==> src/rtl/est_state_correct_serial_pkg.sv <==
// Shared fixed-point definitions for the estimator measurement-update blocks.
package est_state_correct_serial_pkg;

  localparam int FXP_N    = 16;
  localparam int FXP_FRAC = 8;

  typedef enum logic [2:0] {
    ST_IDLE,
    ST_SUB,
    ST_M0,
    ST_M1,
    ST_M2,
    ST_M3
  } state_t;

  // Largest representable value of an n-bit signed word.
  function automatic logic signed [63:0] fxp_max(input int n);
    return (64'sd1 <<< (n - 1)) - 64'sd1;
  endfunction

  // Most negative value of an n-bit signed word.
  function automatic logic signed [63:0] fxp_min(input int n);
    return -(64'sd1 <<< (n - 1));
  endfunction

endpackage

==> src/rtl/est_state_correct_serial_mul.sv <==
// Signed fixed-point multiply: full 2N-bit product shifted right arithmetically
// by FRAC, so the fractional bits are dropped toward -inf. Purely combinational.
module fxp_mul_trunc #(
  parameter int N    = 16,
  parameter int FRAC = 8
) (
  input  logic signed [N-1:0]   a,
  input  logic signed [N-1:0]   b,
  output logic signed [2*N-1:0] p
);

  logic signed [2*N-1:0] full;

  assign full = a * b;
  assign p    = full >>> FRAC;

endmodule

==> src/rtl/est_state_correct_serial.sv <==
// Kalman measurement update: Y = z - zh, X = x + K*Y on 2x1 vectors with a 2x2
// gain, sharing one multiplier over a fixed SUB/M0/M1/M2/M3 schedule.
//
// state   | meaning
// --------+-----------------------------------------------
// ST_IDLE | waiting for start; operands latched on accept
// ST_SUB  | innovation Y0/Y1 = sat(z - zh)
// ST_M0   | acc = x00 + p(k00, Y0)
// ST_M1   | X00 = sat(acc + p(k01, Y1))
// ST_M2   | acc = x10 + p(k10, Y0)
// ST_M3   | X10 = sat(acc + p(k11, Y1)), pulse done
module est_state_correct_serial
  import est_state_correct_serial_pkg::*;
#(
  parameter int N    = FXP_N,
  parameter int FRAC = FXP_FRAC
) (
  input  logic         clk,
  input  logic         rst_n,
  input  logic         start,
  input  logic [N-1:0] k00,
  input  logic [N-1:0] k01,
  input  logic [N-1:0] k10,
  input  logic [N-1:0] k11,
  input  logic [N-1:0] x00,
  input  logic [N-1:0] x10,
  input  logic [N-1:0] z00,
  input  logic [N-1:0] z10,
  input  logic [N-1:0] zh00,
  input  logic [N-1:0] zh10,
  output logic         done,
  output logic [N-1:0] Y00,
  output logic [N-1:0] Y10,
  output logic [N-1:0] X00,
  output logic [N-1:0] X10,
  output logic         sat
);

  // Wide enough for an (N+2)-bit acc plus a full 2N-bit product without overflow.
  localparam int W = 2 * N + 2;

  localparam logic signed [N-1:0] MAX_N   = N'(fxp_max(N));
  localparam logic signed [N-1:0] MIN_N   = N'(fxp_min(N));
  localparam logic signed [N:0]   SUB_MAX = (N + 1)'(fxp_max(N));
  localparam logic signed [N:0]   SUB_MIN = (N + 1)'(fxp_min(N));
  localparam logic signed [W-1:0] OUT_MAX = W'(fxp_max(N));
  localparam logic signed [W-1:0] OUT_MIN = W'(fxp_min(N));
  localparam logic signed [W-1:0] ACC_MAX = W'(fxp_max(N + 2));
  localparam logic signed [W-1:0] ACC_MIN = W'(fxp_min(N + 2));

  state_t state, state_nxt;
  logic   accept;

  logic signed [N-1:0]   r_k00, r_k01, r_k10, r_k11;
  logic signed [N-1:0]   r_x00, r_x10, r_z00, r_z10, r_zh00, r_zh10;
  logic signed [N+1:0]   acc;

  logic signed [N-1:0]   mul_a, mul_b;
  logic signed [2*N-1:0] prod;

  logic signed [N:0]     sub0, sub1;
  logic signed [N-1:0]   ysat0, ysat1;
  logic                  yclip0, yclip1;

  logic signed [W-1:0]   base_w, sum_w;
  logic signed [N-1:0]   out_sat;
  logic                  out_clip;
  logic signed [N+1:0]   acc_sat;
  logic                  acc_clip;

  fxp_mul_trunc #(.N(N), .FRAC(FRAC)) u_mul (
    .a (mul_a),
    .b (mul_b),
    .p (prod)
  );

  // State register.
  always_ff @(posedge clk or negedge rst_n) begin
    if (!rst_n) state <= ST_IDLE;
    else        state <= state_nxt;
  end

  // Next-state sequencing and multiplier operand selection.
  always_comb begin
    state_nxt = state;
    accept    = 1'b0;
    mul_a     = r_k00;
    mul_b     = Y00;
    unique case (state)
      ST_IDLE: if (start) begin
        accept    = 1'b1;
        state_nxt = ST_SUB;
      end
      ST_SUB:  state_nxt = ST_M0;
      ST_M0:   begin mul_a = r_k00; mul_b = Y00; state_nxt = ST_M1; end
      ST_M1:   begin mul_a = r_k01; mul_b = Y10; state_nxt = ST_M2; end
      ST_M2:   begin mul_a = r_k10; mul_b = Y00; state_nxt = ST_M3; end
      ST_M3:   begin mul_a = r_k11; mul_b = Y10; state_nxt = ST_IDLE; end
      default: state_nxt = ST_IDLE;
    endcase
  end

  // Innovation and accumulate arithmetic with clamp detection.
  always_comb begin
    sub0   = {r_z00[N-1], r_z00} - {r_zh00[N-1], r_zh00};
    sub1   = {r_z10[N-1], r_z10} - {r_zh10[N-1], r_zh10};
    yclip0 = (sub0 > SUB_MAX) || (sub0 < SUB_MIN);
    yclip1 = (sub1 > SUB_MAX) || (sub1 < SUB_MIN);
    ysat0  = (sub0 > SUB_MAX) ? MAX_N : (sub0 < SUB_MIN) ? MIN_N : sub0[N-1:0];
    ysat1  = (sub1 > SUB_MAX) ? MAX_N : (sub1 < SUB_MIN) ? MIN_N : sub1[N-1:0];

    // M0/M2 start from the prior state, M1/M3 continue from acc.
    base_w = W'(acc);
    if (state == ST_M0) base_w = W'(r_x00);
    if (state == ST_M2) base_w = W'(r_x10);
    sum_w  = base_w + W'(prod);

    out_clip = (sum_w > OUT_MAX) || (sum_w < OUT_MIN);
    out_sat  = (sum_w > OUT_MAX) ? MAX_N : (sum_w < OUT_MIN) ? MIN_N : sum_w[N-1:0];
    acc_clip = (sum_w > ACC_MAX) || (sum_w < ACC_MIN);
    acc_sat  = (sum_w > ACC_MAX) ? ACC_MAX[N+1:0] :
               (sum_w < ACC_MIN) ? ACC_MIN[N+1:0] : sum_w[N+1:0];
  end

  // Operand capture, accumulator, result registers and done pulse.
  always_ff @(posedge clk or negedge rst_n) begin
    if (!rst_n) begin
      r_k00 <= '0; r_k01 <= '0; r_k10 <= '0; r_k11 <= '0;
      r_x00 <= '0; r_x10 <= '0; r_z00 <= '0; r_z10 <= '0;
      r_zh00 <= '0; r_zh10 <= '0;
      acc  <= '0;
      Y00  <= '0; Y10 <= '0; X00 <= '0; X10 <= '0;
      sat  <= 1'b0;
      done <= 1'b0;
    end else begin
      done <= (state == ST_M3);
      if (accept) begin
        r_k00  <= k00;  r_k01 <= k01;  r_k10 <= k10;  r_k11 <= k11;
        r_x00  <= x00;  r_x10 <= x10;  r_z00 <= z00;  r_z10 <= z10;
        r_zh00 <= zh00; r_zh10 <= zh10;
        sat    <= 1'b0;
      end
      unique case (state)
        ST_SUB: begin
          Y00 <= ysat0;
          Y10 <= ysat1;
          sat <= sat | yclip0 | yclip1;
        end
        ST_M0, ST_M2: begin
          acc <= acc_sat;
          sat <= sat | acc_clip;
        end
        ST_M1: begin
          X00 <= out_sat;
          sat <= sat | out_clip;
        end
        ST_M3: begin
          X10 <= out_sat;
          sat <= sat | out_clip;
        end
        default: ;
      endcase
    end
  end

endmodule

==> config.mk <==
export PLATFORM = sky130hd
export DESIGN_NAME = est_state_correct_serial
export DESIGN_NICKNAME = d
export VERILOG_FILES = /design/src/rtl/est_state_correct_serial_pkg.sv /design/src/rtl/est_state_correct_serial_mul.sv /design/src/rtl/est_state_correct_serial.sv
export SDC_FILE = /design/constraint.sdc
export NUM_CORES = 1
export LEC_CHECK = 0
export CAP_MARGIN = 20
export CORE_MARGIN = 8
export CORE_UTILIZATION = 55
export CTS_BUF_LIST = sky130_fd_sc_hd__clkbuf_8
export DETAILED_ROUTE_END_ITERATION = 6
export PLACE_DENSITY_LB_ADDON = 0.12
export REMOVE_ABC_BUFFERS = 1
export SYNTH_ARGS = -nofsm -noshare
export SYNTH_HDL_FRONTEND = slang
export SYNTH_SLANG_ARGS = --single-unit
==> constraint.sdc <==
create_clock -name clk -period 10.3 [get_ports clk]
set_input_delay 2.575 -clock clk [delete_from_list [all_inputs] [get_ports clk]]
set_output_delay 2.575 -clock clk [all_outputs]
set_load 0.05 [all_outputs]
== Word-level counts from Yosys, hierarchy flattened ==
Index checks and enable logic that the tools add are counted.
Word-level totals
  register bits after elaboration: 247
  logic and storage cells: 66
Cells by class
  add/subtract/negate cells: 3
  multipliers: 1
  order comparisons: 8
  equal/unequal tests: 6
  muxes and demuxes: 18
  bitwise gates (word level): 4
  reductions and logical operators: 8
Operators with widths (number)
  16-bit two-way mux: 7
  34-bit two-way mux: 2
  16-bit one-hot mux with 3 select lines: 1
  18-bit two-way mux: 2
  34-bit by 24-bit adder with 34-bit output: 1
  17-bit by 16-bit greater-than comparator with 1-bit output, second input constant: 2
  34-bit by 16-bit greater-than comparator with 1-bit output, second input constant: 1
  34-bit by 18-bit greater-than comparator with 1-bit output, second input constant: 1
  17-bit by 16-bit less-than comparator with 1-bit output, second input constant: 2
  34-bit by 16-bit less-than comparator with 1-bit output, second input constant: 1
  34-bit by 18-bit less-than comparator with 1-bit output, second input constant: 1
  16-bit by 16-bit subtractor with 17-bit output: 2
  16-bit by 16-bit multiplier with 32-bit output: 1
  3-bit one-hot mux with 5 select lines: 1
  3-bit by 2-bit == test with 1-bit output, second input constant: 2
  3-bit == test, second input constant: 2
  1-bit logical OR: 4
  1-bit OR: 4
  4-bit nonzero test: 1
  2-bit OR reduction: 2
  3-bit by 1-bit == test with 1-bit output, second input constant: 1
  3-bit zero test: 1
  1-bit two-way mux: 3
  3-bit two-way mux: 1
  other kinds (2): 2

== Depth between registers and ports, before layout ==
  depth in word-level cells: 9
  depth in mapped cells: 46
  mapped depth without buffers: 40

== By module ==
A second synthesis with hierarchy kept.
Unflattened totals
  cells, all modules: 2463
  area total of the unflattened synthesis: 23690.2 µm²
Modules (own cells, without submodules)
  est_state_correct_serial: instances 1, cells each 1385, area each 13974.7 µm², sequential area each 6180.9 µm²
  fxp_mul_trunc: instances 1, cells each 1078, area each 9715.6 µm², sequential area each 0.0 µm²

== Worst setup path before layout ==
No wires, ideal clock.
  path type: register to register
  start: register state[1]
  end: register X10[5]
  data arrival time: 10.002 ns
  slack: 0.176 ns
  stages on the path, launching flop included: 44
  path buffers: 5
  path through: dfrtp_1 -> clkbuf_1 -> inv_1 -> ha_1 -> clkbuf_1 -> nand2b_1 -> clkbuf_1 -> clkbuf_1 -> o211ai_1 -> o21ai_1 -> nor2_1 -> fa_1 -> inv_1 -> fa_1 -> fa_1 -> fa_1 -> inv_1 -> fa_1 -> (+8 left out) -> a211oi_1 -> a211oi_1 -> nor3_1 -> o21bai_1 -> a21oi_1 -> xnor2_1 -> ha_1 -> a21oi_2 -> o221ai_1 -> a211o_1 -> a21oi_1 -> o31ai_2 -> xor2_1 -> a2111oi_4 -> nand4_2 -> o41ai_4 -> buf_6 -> a21oi_1
Between the ends
  word-level cells in the longest chain between the ends: 8
Ends and longest elaborated chain
  from (decl): line est_state_correct_serial.sv:51  | state_t state, state_nxt;
  from (signal assigned): line est_state_correct_serial.sv:80  | else state <= state_nxt;
  3-bit == test / 3-bit by 2-bit == test with 1-bit output (equally long branches): line est_state_correct_serial.sv:89, est_state_correct_serial.sv:143
  2-bit OR reduction (no source line)
  16-bit two-way mux: line est_state_correct_serial.sv:89  | unique case (state)
  16-bit by 16-bit multiplier with 32-bit output: line est_state_correct_serial_mul.sv:14  | assign full = a * b;
  34-bit by 24-bit adder with 34-bit output: line est_state_correct_serial.sv:116  | sum_w = base_w + W'(prod);
  34-bit by 16-bit less-than comparator with 1-bit output: line est_state_correct_serial.sv:119  | out_sat = (sum_w > OUT_MAX) ? MAX_N : (sum_w < OUT_MIN) ? MIN_N : sum_w[N-1:0];
  16-bit two-way mux (2 in a row): line est_state_correct_serial.sv:119
  to (signal assigned): line est_state_correct_serial.sv:158  | X10 <= out_sat;
  to (decl): line est_state_correct_serial.sv:35  | output logic [N-1:0] X10,
Several ways; a longest one is shown, not always the timed one.
A chain may end at the register's enable or synchronous reset.

== Worst setup path after layout ==
  start: register state[2]
  end: register X00[14]
Between the ends
  word-level cells in the longest chain between the ends: 8
Ends and longest elaborated chain
  3-bit == test / 3-bit by 2-bit == test with 1-bit output (equally long branches): line est_state_correct_serial.sv:89, est_state_correct_serial.sv:143
  2-bit OR reduction (no source line)
  16-bit two-way mux: line est_state_correct_serial.sv:89
  16-bit by 16-bit multiplier with 32-bit output: line est_state_correct_serial_mul.sv:14
  34-bit by 24-bit adder with 34-bit output: line est_state_correct_serial.sv:116
  34-bit by 16-bit less-than comparator with 1-bit output: line est_state_correct_serial.sv:119
  16-bit two-way mux (2 in a row): line est_state_correct_serial.sv:119
  to (signal assigned): line est_state_correct_serial.sv:154  | X00 <= out_sat;
  to (decl): line est_state_correct_serial.sv:34  | output logic [N-1:0] X00,
Several ways; a longest one is shown, not always the timed one.

==> impl_metrics.csv <==
group,metric,value,unit
status,status,"finished clean",
critical_path,start_kind,"register",
drt,routedWlPerCell,19.80,µm
cts,cts_made_buffers,44,
drt,dr.pass1.iters,5,
cts,clkSinkCount,247,
cts,cts_tree,"yes",
drt,drc,0,
floorplanning,fp-row-count,75,
critical_path,cp.arrival,10.30,ns
cts,insertion_delay,0.61,ns
grt,grt_use_total,27.56,%
sta,min_period,9.830,ns
critical_path,crit_required,10.77,ns
critical_path,worstPathMaxFanout,35,
finish,final_cells,3251,
sta,period_share,95.44,%
sta,maxSlewViolCount,0,
grt,overflow,0,
floorplanning,die_y,220.3,µm
place,dp_hpwl,52620,µm
sta,slew_headroom,31.17,%
drt,finalWirelength,64360,µm
drt,num_vias,17961,
cts,clk_pin_slew_worst_paths,0.06,ns
drt,first_iter_violations,997,
finish,layout-drive-gt1-share,12.91,%
place,place.gp.congestion,0.9593,
floorplanning,io_pins,229,
cts,root_buffer,"clkbuf_8",
finish,utilization,65.63,%
logic_synthesis,seq_area_frac_synth,26.93,%
sta,finalHoldViolations,0,
job,drv_cap,0,
floorplanning,start_util,55.20,%
critical_path,cp_common_cell,"fa_1",
floorplanning,die_x,220.3,µm
grt,antenna_found_initial,1,
sta,fmax,0.1017,GHz
finish,syn_to_final_growth,18.90,%
finish,antenna_cells,0,
logic_synthesis,synthesis.area,0.02295,mm²
grt,first_global_vias,19533,
cts,clock_path_buffers,3,
logic_synthesis,synth-seq-cells,247,
floorplanning,core,0.04157,mm²
critical_path,crit_slowest_cell,"fa_1",
drt,vias_per_cell,5.525,
floorplanning,die-area,0.04852,mm²
finish,final_nets,3247,
grt,grt_max_degree,117,
place,io_buffers,228,
sta,skew,0.02491,ns
critical_path,crit_type,"reg2reg",
critical_path,crit_path_end_kind,"register",
logic_synthesis,syn_inst,2414,
logic_synthesis,ys_async_sr_fraction,100.0,%
logic_synthesis,synth.avg_cell_area,9.506,µm²
logic_synthesis,synth_flop_cell,"dfrtp_1",
place,dp_cells,3175,
logic_synthesis,synth_cell_type_count,80,
logic_synthesis,synth_edf_count,0,
min_path,timing.hold.worst.class,"reg2reg",
cts,htree_num_levels,2,
critical_path,max_stage_delay,0.54,ns
sta,finalSetupViolCount,0,
grt,grt_pass1_wl,103900,µm
sta,worstMarginPinSlew,1.025,ns
drt,ant_nets,0,
logic_synthesis,synth_warnings,0,
cts,cts_hold_buf,0,
-- critical path, delay by kind of cell, from the launching register on --
family / cells / cell delay [ns]
adder cells (fa/ha/maj): 8 / 3.80
AO/OA/AOI/OAI: 15 / 3.00
AND/OR/NAND/NOR: 7 / 1.10
buffers and inverters: 8 / 1.00
flip-flops: 1 / 0.43
XOR/XNOR: 2 / 0.32
-- stage by stage --
stage / instance area, µm² / hold slack, ns / setup slack (ns) / TNS, ns
after floorplan: 22550 / 0.4753 / -0.8179 / -34.94
after global placement: 26290 / 0.4903 / 0.4433 / 0
after detailed placement: 26290 / 0.4956 / 0.1400 / 0
after CTS: 27170 / 0.5080 / 0.1343 / 0
after global routing: 27280 / 0.5196 / -0.07950 / -0.3307
final: 27280 / 0.5045 / 0.4695 / 0
-- metal layers --
metal	GRT usage, %	part of all wire (%)	vias up
met2	46.36	49	491
met1	35.42	42	9025
met5	0	0.016	-
li1	-	-	8323
met4	9.870	3.4	2
met3	5.071	5.7	120
-- worst paths after layout --
kind	from	end	slack, ns	cells past startpoint
max	state[2]	X00[14]	0.47	40
min	X10[15]	X10[15]	0.50	2
max reg2reg	state[2]	X00[14]	0.47	40
min reg2reg	X10[15]	X10[15]	0.50	2
max in group asynchronous	rst_n	r_x10[7]	6.87	2
min in group asynchronous	rst_n	r_zh00[9]	2.00	1
-- registers in the layout, summed over array words and instances (netlist names), 3 cells and up --
name,cells
r_k10,16
acc,18
r_zh00,16
X10,16
X00,16
r_z00,16
r_k00,16
r_z10,16
r_x00,16
r_k11,16
Y10,16
state,3
r_k01,16
Y00,16
r_zh10,16
r_x10,16
-- synth_stat cells, drive strengths merged, types with 2 or more instances --
library cell	n	share of area, %
xor2	21	0.80
dfrtp	247	27
a31oi	4	0.14
or3	11	0.31
nand2	272	4.5
a211oi	8	0.26
inv	375	6.1
nor3b	2	0.065
o41ai	3	0.36
nand3	23	0.50
o21bai	7	0.23
a2111oi	5	0.35
o221ai	3	0.11
maj3	17	0.74
nor2b	13	0.35
or2	9	0.25
a31o	3	0.11
nor2	245	4.0
o21ai	103	2.3
mux2i	25	1.1
and3	4	0.11
clkbuf	79	1.3
nand3b	7	0.23
o22ai	18	0.49
mux2	141	6.9
o2111ai	3	0.11
a21oi	122	2.7
o31ai	16	0.61
o211ai	14	0.46
xnor2	55	2.1
nand4	9	0.27
nor3	24	0.52
o21a	24	0.79
a211o	2	0.076
fa	264	23
a22oi	4	0.13
and2	10	0.27
buf	17	0.41
a21o	29	0.95
ha	137	7.5
nand2b	13	0.35
a21boi	6	0.21
a221oi	3	0.11
-- repair_timing --
action	4_1_cts	5_1_grt
endpoints found under the hold margin	0	0
gates resized for setup	0	22
setup buffers	0	1
setup endpoints to repair	0	48
-- layout make-up --
cell class | instances | area [µm²]
fill | 3502 | 14290
clock buffer | 53 | 729.5
inverter | 375 | 1408
timing repair buffer | 319 | 3078
multi-input combinational | 1696 | 15060
tap | 539 | 674.4
clock inverter | 22 | 155.1
sequential | 247 | 6182
-- kinds of logic after synthesis --
group                    synth area share (%)
multiplexers                            8.009
adder cells (fa/ha/maj)                 31.24
AO/OA/AOI/OAI                           10.90
flip-flops                              26.93
buffers and inverters                   7.889
XOR/XNOR                                2.901
AND/OR/NAND/NOR                         12.12
-- cell usage in the layout (no fill, tap or decap), types with 4 or more instances in the layout --
cell / count
inv_1: 391
nand2_1: 269
fa_1: 264
dfrtp_1: 246
nor2_1: 245
clkdlybuf4s50_1: 227
mux2_2: 141
ha_1: 135
a21oi_1: 116
o21ai_0: 92
buf_4: 81
xnor2_1: 55
clkbuf_8: 53
a21o_1: 29
mux2i_1: 25
o21a_1: 23
nand3_1: 22
nor3_1: 21
xor2_1: 19
o22ai_1: 18
maj3_1: 17
o211ai_1: 14
nand2b_1: 13
nor2b_1: 13
o31ai_1: 11
or3_1: 9
o21ai_1: 9
or2_2: 8
and2_1: 8
nand4_1: 8
buf_12: 8
nand3b_1: 7
o21bai_1: 7
a211oi_1: 6
a21oi_2: 6
a21boi_0: 5
a22oi_1: 4
o31ai_2: 4
Power is left out: the tool's default activity adds up to more than one toggle a clock period on the data nets, which glitch-free logic cannot reach.
